File: config.mk
export PLATFORM = sky130hd
export DESIGN_NAME = zone_scan_ctrl_flat
export DESIGN_NICKNAME = d
export VERILOG_FILES = /design/src/rtl/zone_scan_if.sv /design/src/rtl/zone_scan_ctrl.sv /design/src/flat_wrapper.sv
export SDC_FILE = /design/constraint.sdc
export NUM_CORES = 1
export LEC_CHECK = 0
export CAP_MARGIN = 20
export CORE_ASPECT_RATIO = 1.1
export CORE_UTILIZATION = 28
export DETAILED_ROUTE_END_ITERATION = 6
export GPL_TIMING_DRIVEN = 0
export PLACE_DENSITY_LB_ADDON = 0.08
export SLEW_MARGIN = 20
export SYNTH_ARGS = -nofsm -noshare
export SYNTH_HDL_FRONTEND = slang
export SYNTH_SLANG_ARGS = --single-unit
File: constraint.sdc
create_clock -name clk -period 1.7 [get_ports clk]
set_clock_uncertainty 0.2 [all_clocks]
set_input_delay 0.255 -clock clk [delete_from_list [all_inputs] [get_ports clk]]
set_output_delay 0.255 -clock clk [all_outputs]
set_load 0.1 [all_outputs]
File: src/rtl/zone_scan_if.sv
// zone_scan_if: video timing in, accumulator controls and zone readout handshake out
interface zone_scan_if #(parameter int IDX_W = 5);
    logic             i_v_sync;
    logic             i_h_sync;
    logic             i_data_en;
    logic             o_acc_en;
    logic [IDX_W-1:0] o_zone_idx;
    logic             o_acc_clr;
    logic             o_rd_valid;
    logic             i_rd_ready;
    logic             o_band_done;
    logic             o_overrun;
    logic [7:0]       o_overrun_cnt;
    modport slave (
        input  i_v_sync, i_h_sync, i_data_en, i_rd_ready,
        output o_acc_en, o_zone_idx, o_acc_clr, o_rd_valid, o_band_done, o_overrun, o_overrun_cnt
    );
    modport master (
        output i_v_sync, i_h_sync, i_data_en, i_rd_ready,
        input  o_acc_en, o_zone_idx, o_acc_clr, o_rd_valid, o_band_done, o_overrun, o_overrun_cnt
    );
endinterface

File: src/rtl/zone_scan_ctrl.sv
// zone_scan_ctrl: zone accumulate/clear sequencing and readout drain; ZONE_OVERRUN_CNT_EN adds a saturating overrun counter
module zone_scan_ctrl #(
    parameter int ZONE_W   = 53,
    parameter int ZONE_H   = 45,
    parameter int ZONE_NUM = 24,
    parameter int IDX_W    = 5
) (
    input  logic       clk,
    input  logic       rst_n,
    zone_scan_if.slave sif
);
    localparam int CW = $clog2(ZONE_W);
    localparam int RW = $clog2(ZONE_H + 1);
    typedef enum logic [1:0] {IDLE, ACCUM, DRAIN, WAIT} state_t;
    state_t           state_q, state_d;
    logic [CW-1:0]    col_q, col_d;
    logic [RW-1:0]    row_q, row_d;
    logic [IDX_W-1:0] zone_q, zone_d;
    logic             clr_q, clr_d, band_q, band_d, ovr_q, ovr_d;
    logic             vs_q, de_q, vs_rise, line_end, unused_h_sync;
    assign unused_h_sync = sif.i_h_sync;
    assign vs_rise  = sif.i_v_sync & ~vs_q;
    assign line_end = ~sif.i_data_en & de_q;
    // edge-detect copies follow the inputs even in reset so a held v_sync is not seen as a new frame
    always_ff @(posedge clk) begin
        vs_q <= sif.i_v_sync;
        de_q <= sif.i_data_en;
    end
    // state and position registers
    always_ff @(posedge clk) begin
        if (rst_n) begin
            state_q <= IDLE;
            col_q   <= '0;
            row_q   <= '0;
            zone_q  <= '0;
            clr_q   <= 1'b0;
            band_q  <= 1'b0;
            ovr_q   <= 1'b0;
        end else begin
            state_q <= state_d;
            col_q   <= col_d;
            row_q   <= row_d;
            zone_q  <= zone_d;
            clr_q   <= clr_d;
            band_q  <= band_d;
            ovr_q   <= ovr_d;
        end
    end
    // next state: pixel tracking in ACCUM, index stepping in DRAIN, frame restarts on vs_rise
    always_comb begin
        state_d = state_q;
        col_d   = col_q;
        row_d   = row_q;
        zone_d  = zone_q;
        clr_d   = 1'b0;
        band_d  = 1'b0;
        ovr_d   = 1'b0;
        case (state_q)
            IDLE: if (vs_rise) begin
                state_d = ACCUM;
                clr_d   = 1'b1;
                row_d   = '0;
                col_d   = '0;
                zone_d  = '0;
            end
            ACCUM: if (vs_rise) begin
                clr_d  = 1'b1;
                row_d  = '0;
                col_d  = '0;
                zone_d = '0;
            end else if (line_end) begin
                col_d  = '0;
                zone_d = '0;
                row_d  = row_q + 1'b1;
                if (int'(row_q) == ZONE_H - 1) begin
                    band_d  = 1'b1;
                    state_d = DRAIN;
                end
            end else if (sif.i_data_en && int'(zone_q) < ZONE_NUM) begin
                col_d  = (int'(col_q) == ZONE_W - 1) ? '0 : col_q + 1'b1;
                zone_d = (int'(col_q) == ZONE_W - 1) ? zone_q + 1'b1 : zone_q;
            end
            DRAIN: if (sif.i_rd_ready && int'(zone_q) == ZONE_NUM - 1) begin
                clr_d   = 1'b1;
                state_d = vs_rise ? ACCUM : WAIT;
                row_d   = '0;
                col_d   = '0;
                zone_d  = '0;
            end else if (vs_rise) begin
                ovr_d   = 1'b1;
                clr_d   = 1'b1;
                state_d = ACCUM;
                row_d   = '0;
                col_d   = '0;
                zone_d  = '0;
            end else if (sif.i_rd_ready) begin
                zone_d = zone_q + 1'b1;
            end
            WAIT: if (vs_rise) begin
                state_d = ACCUM;
                row_d   = '0;
                col_d   = '0;
                zone_d  = '0;
            end
            default: state_d = IDLE;
        endcase
    end
    assign sif.o_acc_en    = (state_q == ACCUM) & sif.i_data_en & (int'(zone_q) < ZONE_NUM)
                           & (int'(row_q) < ZONE_H) & ~clr_q;
    assign sif.o_zone_idx  = zone_q;
    assign sif.o_acc_clr   = clr_q;
    assign sif.o_rd_valid  = (state_q == DRAIN);
    assign sif.o_band_done = band_q;
    assign sif.o_overrun   = ovr_q;
`ifdef ZONE_OVERRUN_CNT_EN
    logic [7:0] cnt_q, cnt_d;
    // saturating count of aborted drains, cleared only by reset
    always_comb cnt_d = (ovr_d && cnt_q != 8'hff) ? cnt_q + 8'd1 : cnt_q;
    // overrun counter register
    always_ff @(posedge clk) begin
        if (rst_n) cnt_q <= '0;
        else       cnt_q <= cnt_d;
    end
    assign sif.o_overrun_cnt = cnt_q;
`else
    assign sif.o_overrun_cnt = '0;
`endif
endmodule

File: src/flat_wrapper.sv
// flat-port wrapper written by rule: the top's interface ports become plain ports
module zone_scan_ctrl_flat 
#(
    parameter int ZONE_W   = 53,
    parameter int ZONE_H   = 45,
    parameter int ZONE_NUM = 24,
    parameter int IDX_W    = 5
)
  (clk, rst_n, sif_i_v_sync, sif_i_h_sync, sif_i_data_en, sif_i_rd_ready, sif_o_acc_en, sif_o_zone_idx, sif_o_acc_clr, sif_o_rd_valid, sif_o_band_done, sif_o_overrun, sif_o_overrun_cnt);
  zone_scan_if #(.IDX_W(IDX_W)) sif_i ();
  input  logic clk;
  input  logic rst_n;
  input wire logic [$bits(sif_i.i_v_sync)-1:0] sif_i_v_sync;
  input wire logic [$bits(sif_i.i_h_sync)-1:0] sif_i_h_sync;
  input wire logic [$bits(sif_i.i_data_en)-1:0] sif_i_data_en;
  input wire logic [$bits(sif_i.i_rd_ready)-1:0] sif_i_rd_ready;
  output wire logic [$bits(sif_i.o_acc_en)-1:0] sif_o_acc_en;
  output wire logic [$bits(sif_i.o_zone_idx)-1:0] sif_o_zone_idx;
  output wire logic [$bits(sif_i.o_acc_clr)-1:0] sif_o_acc_clr;
  output wire logic [$bits(sif_i.o_rd_valid)-1:0] sif_o_rd_valid;
  output wire logic [$bits(sif_i.o_band_done)-1:0] sif_o_band_done;
  output wire logic [$bits(sif_i.o_overrun)-1:0] sif_o_overrun;
  output wire logic [$bits(sif_i.o_overrun_cnt)-1:0] sif_o_overrun_cnt;
  assign sif_i.i_v_sync = sif_i_v_sync;
  assign sif_i.i_h_sync = sif_i_h_sync;
  assign sif_i.i_data_en = sif_i_data_en;
  assign sif_i.i_rd_ready = sif_i_rd_ready;
  assign sif_o_acc_en = sif_i.o_acc_en;
  assign sif_o_zone_idx = sif_i.o_zone_idx;
  assign sif_o_acc_clr = sif_i.o_acc_clr;
  assign sif_o_rd_valid = sif_i.o_rd_valid;
  assign sif_o_band_done = sif_i.o_band_done;
  assign sif_o_overrun = sif_i.o_overrun;
  assign sif_o_overrun_cnt = sif_i.o_overrun_cnt;
  zone_scan_ctrl #(.ZONE_W(ZONE_W), .ZONE_H(ZONE_H), .ZONE_NUM(ZONE_NUM), .IDX_W(IDX_W)) u_core (.clk(clk), .rst_n(rst_n), .sif(sif_i));
endmodule
==> results.yml <==
route:
  dr_total_vias: 1457
  wl_per_cell_um: 14.2
  wirelength_um: 4150
  drc: 0
  ant_nets: 0
  drtIter0Drc: 95
  avgViaCountPerCell: 4.97
  detail_route.first_pass.iterations: 4
clocking:
  cts_inserted_buffers: 3
  path_clk_slew_ns: 0.09
  clockBufferDepth: 2
  clock_latency_ns: 0.27
  ctsRootBufferMaster: "clkbuf_8"
  cts_tree: "done"
  clock-sinks: 24
  htree_num_levels: 1
grt:
  met2_usage_pct: 26.3
  grt_overflow: 0
  grt_max_degree: 14
  antenna_found_initial: 0
  grt_pass1_wl_um: 6690
  grt_util_all_layers_pct: 15.0
  met1_usage_pct: 19.2
  busiest_layer: "met2"
  grt_pass1_vias: 1401
  grt_use_met3_pct: 1.90
setup_path:
  crit_path_start_kind: "register"
  cp_max_fo: 3
  arrival_ns: 1.54
  crit_required_ns: 1.24
  r2r-start: "u_core.col_q[0]"
  setup.worst_path.start: "u_core.row_q[0]"
  timing_worst_setup_path_type: "register to output port"
  cp-end-kind: "output port"
synthesis:
  synth.yosys.seq_area_share_pct: 31.8
  async_reset_ff_share_pct: 0
  synth.distinct_cells: 50
  syn_area_um2: 1510
  yosysTopAreaCellShare_pct: 31.8
  synth_area_per_cell_um2: 8.59
  synthCells: 176
  yosys.area.top_type: "dfxtp_1"
  synthMostInstantiatedCell: "dfxtp_1"
  synth_top_family_by_area: "compound AO/OA/AOI/OAI gates"
  synthTopCellsByArea: "dfxtp_1, ha_1, nand3_1"
  ys_top_cells_by_count: "dfxtp_1, nand3_1, nand2_1"
  yosys.area_share.adder_pct: 9.11
  ys.flop_type: "dfxtp_1"
  yosys_register_bits: 24
  synth_xor_area_share_pct: 2.32
  muxShareOfSynthArea_pct: 1.32
  synth_simple_gate_area_share_pct: 21.6
  synth_edf_count: 0
  synth_compound_area_share_pct: 24.3
  ys_warn_count: 0
cells_and_area:
  num-nets-final: 239
  area_growth_pct: 58.0
  layout-drive-gt1-share_pct: 52.0
  finalInstanceArea_um2: 2390
  fin_util_pct: 46.8
  diodes: 0
  final_cells: 293
  fill_cells: 485
floorplanning:
  core-area_um2: 5100
  dieHeight_um: 79.1
  ios: 24
  die-area_um2: 5700
  num_rows: 27
  start_util_pct: 29.6
  die_x_um: 72.1
run_status:
  status: "complete, but fails checks"
  violations: "setup timing"
placed_design:
  port_buffers: 13
  dp_cells: 268
  placed_area_um2: 1860
  gp_congestion: 0.791
  pre_cts_ws_ns: -1.29
  dpl.hpwl_um: 2770
timing:
  hold_viol_final: 0
  whs_ns: 0.133
  fin_setup_tns_ns: -0.768
  layout_setup_ws_ns: -0.293
  finalMaxSlewViolations: 0
  min_period_ns: 1.99
  relSlewSlack_pct: 60.4
  worst_pin_slew_ns: 0.594
  finalSetupViolCount: 8
  finalCritPeriodShare_pct: 117
  rsz0062_at_grt: "true"
  maxClockFrequency_ghz: 0.502
pwr:
  p_total_mw: 1.67
  leakage_nw: 0.868
  power_density_nw_per_um2: 698
  ir_worst_vdd_uv: 280
hold_path:
  hold_path.class: "primary input to register"
  holdCritStartpoint: "sif_i_data_en"
job:
  cap_viol_max_count: 0
[flip-flops by register name, indices dropped and copies added, names as in the netlist]
register / cells
u_core.state_q: 2
u_core.sif.o_zone_idx: 5
u_core.vs_q: 1
u_core.row_q: 6
u_core.col_q: 6
u_core.sif.o_overrun: 1
u_core.de_q: 1
u_core.sif.o_acc_clr: 1
u_core.sif.o_band_done: 1
[critical path, stage by stage (launching register included)]
cell and delay, ns:
dfxtp_4 0.36, inv_4 0.07, ha_4 0.14, o21bai_4 0.06
a2111oi_4 0.36, buf_6 0.27
[final cells by class]
cell class / instances / area (um^2) / area share, %
multi-input combinational: 133 / 1260 / 52.8
sequential: 24 / 520 / 21.8
timing repair buffer: 36 / 320 / 13.4
buffer: 13 / 90.1 / 3.77
tap: 72 / 90.1 / 3.77
inverter: 11 / 61.3 / 2.57
clock buffer: 4 / 45.0 / 1.89
[cell usage in the layout, fill, tap and decap left out, types with 3 or more instances in the layout]
cell type        instances
a21oi_2                  6
a31oi_1                  3
nand3_1                 12
nor3_1                   4
nor2_1                   9
nand4_1                  4
buf_4                   30
a21oi_1                  6
ha_4                     7
o21ai_2                  3
conb_1                   8
inv_4                    3
nand3_2                  3
dfxtp_4                 10
dfxtp_1                 12
buf_6                    3
nand2_1                 11
clkbuf_1                 3
nand2_2                  3
inv_2                    4
clkbuf_8                 3
clkdlybuf4s15_2          3
ha_1                     4
[logic make-up after synthesis]
| kind of cell | count (synthesis) |
|---|---|
| AOI/OAI and AO/OA | 47 |
| xor gates and xnor gates | 4 |
| adders and majority gates | 11 |
| buffers and inverters | 26 |
| DFF | 24 |
| muxes | 2 |
| other | 1 |
| and+or+nand+nor | 61 |
[report_power, final]
group	switching, mW	total [mW]	internal, mW
logic	0.445	0.703	0.258
registers	0.0261	0.598	0.572
clock network	0.198	0.366	0.168
[per-layer routing]
metal / wire (um) / share of wire (%) / vias up
met5: 0 / 0 / -
met4: 60 / 1.4 / 0
met3: 69 / 1.7 / 6
met2: 2120 / 51 / 12
met1: 1900 / 46 / 718
li1: - / - / 721
[repair_timing]
item / CTS / global route
setup endpoints to repair: 29 / 24
pin swaps: 20 / 28
resized for setup: 79 / 49
hold endpoints to repair: 0 / 1
hold buffers: 0 / 1
buffers inserted: 11 / 11
[final timing paths]
check	end	slack, ns	depth (start not counted)
setup / recovery	sif_o_acc_en	-0.29	5
hold / removal	u_core.de_q	0.13	1
setup reg to reg	u_core.sif.o_zone_idx[0]	-0.10	7
hold reg to reg	u_core.sif.o_zone_idx[0]	0.33	2
No activity file was read; power rests on OpenSTA's default activity.
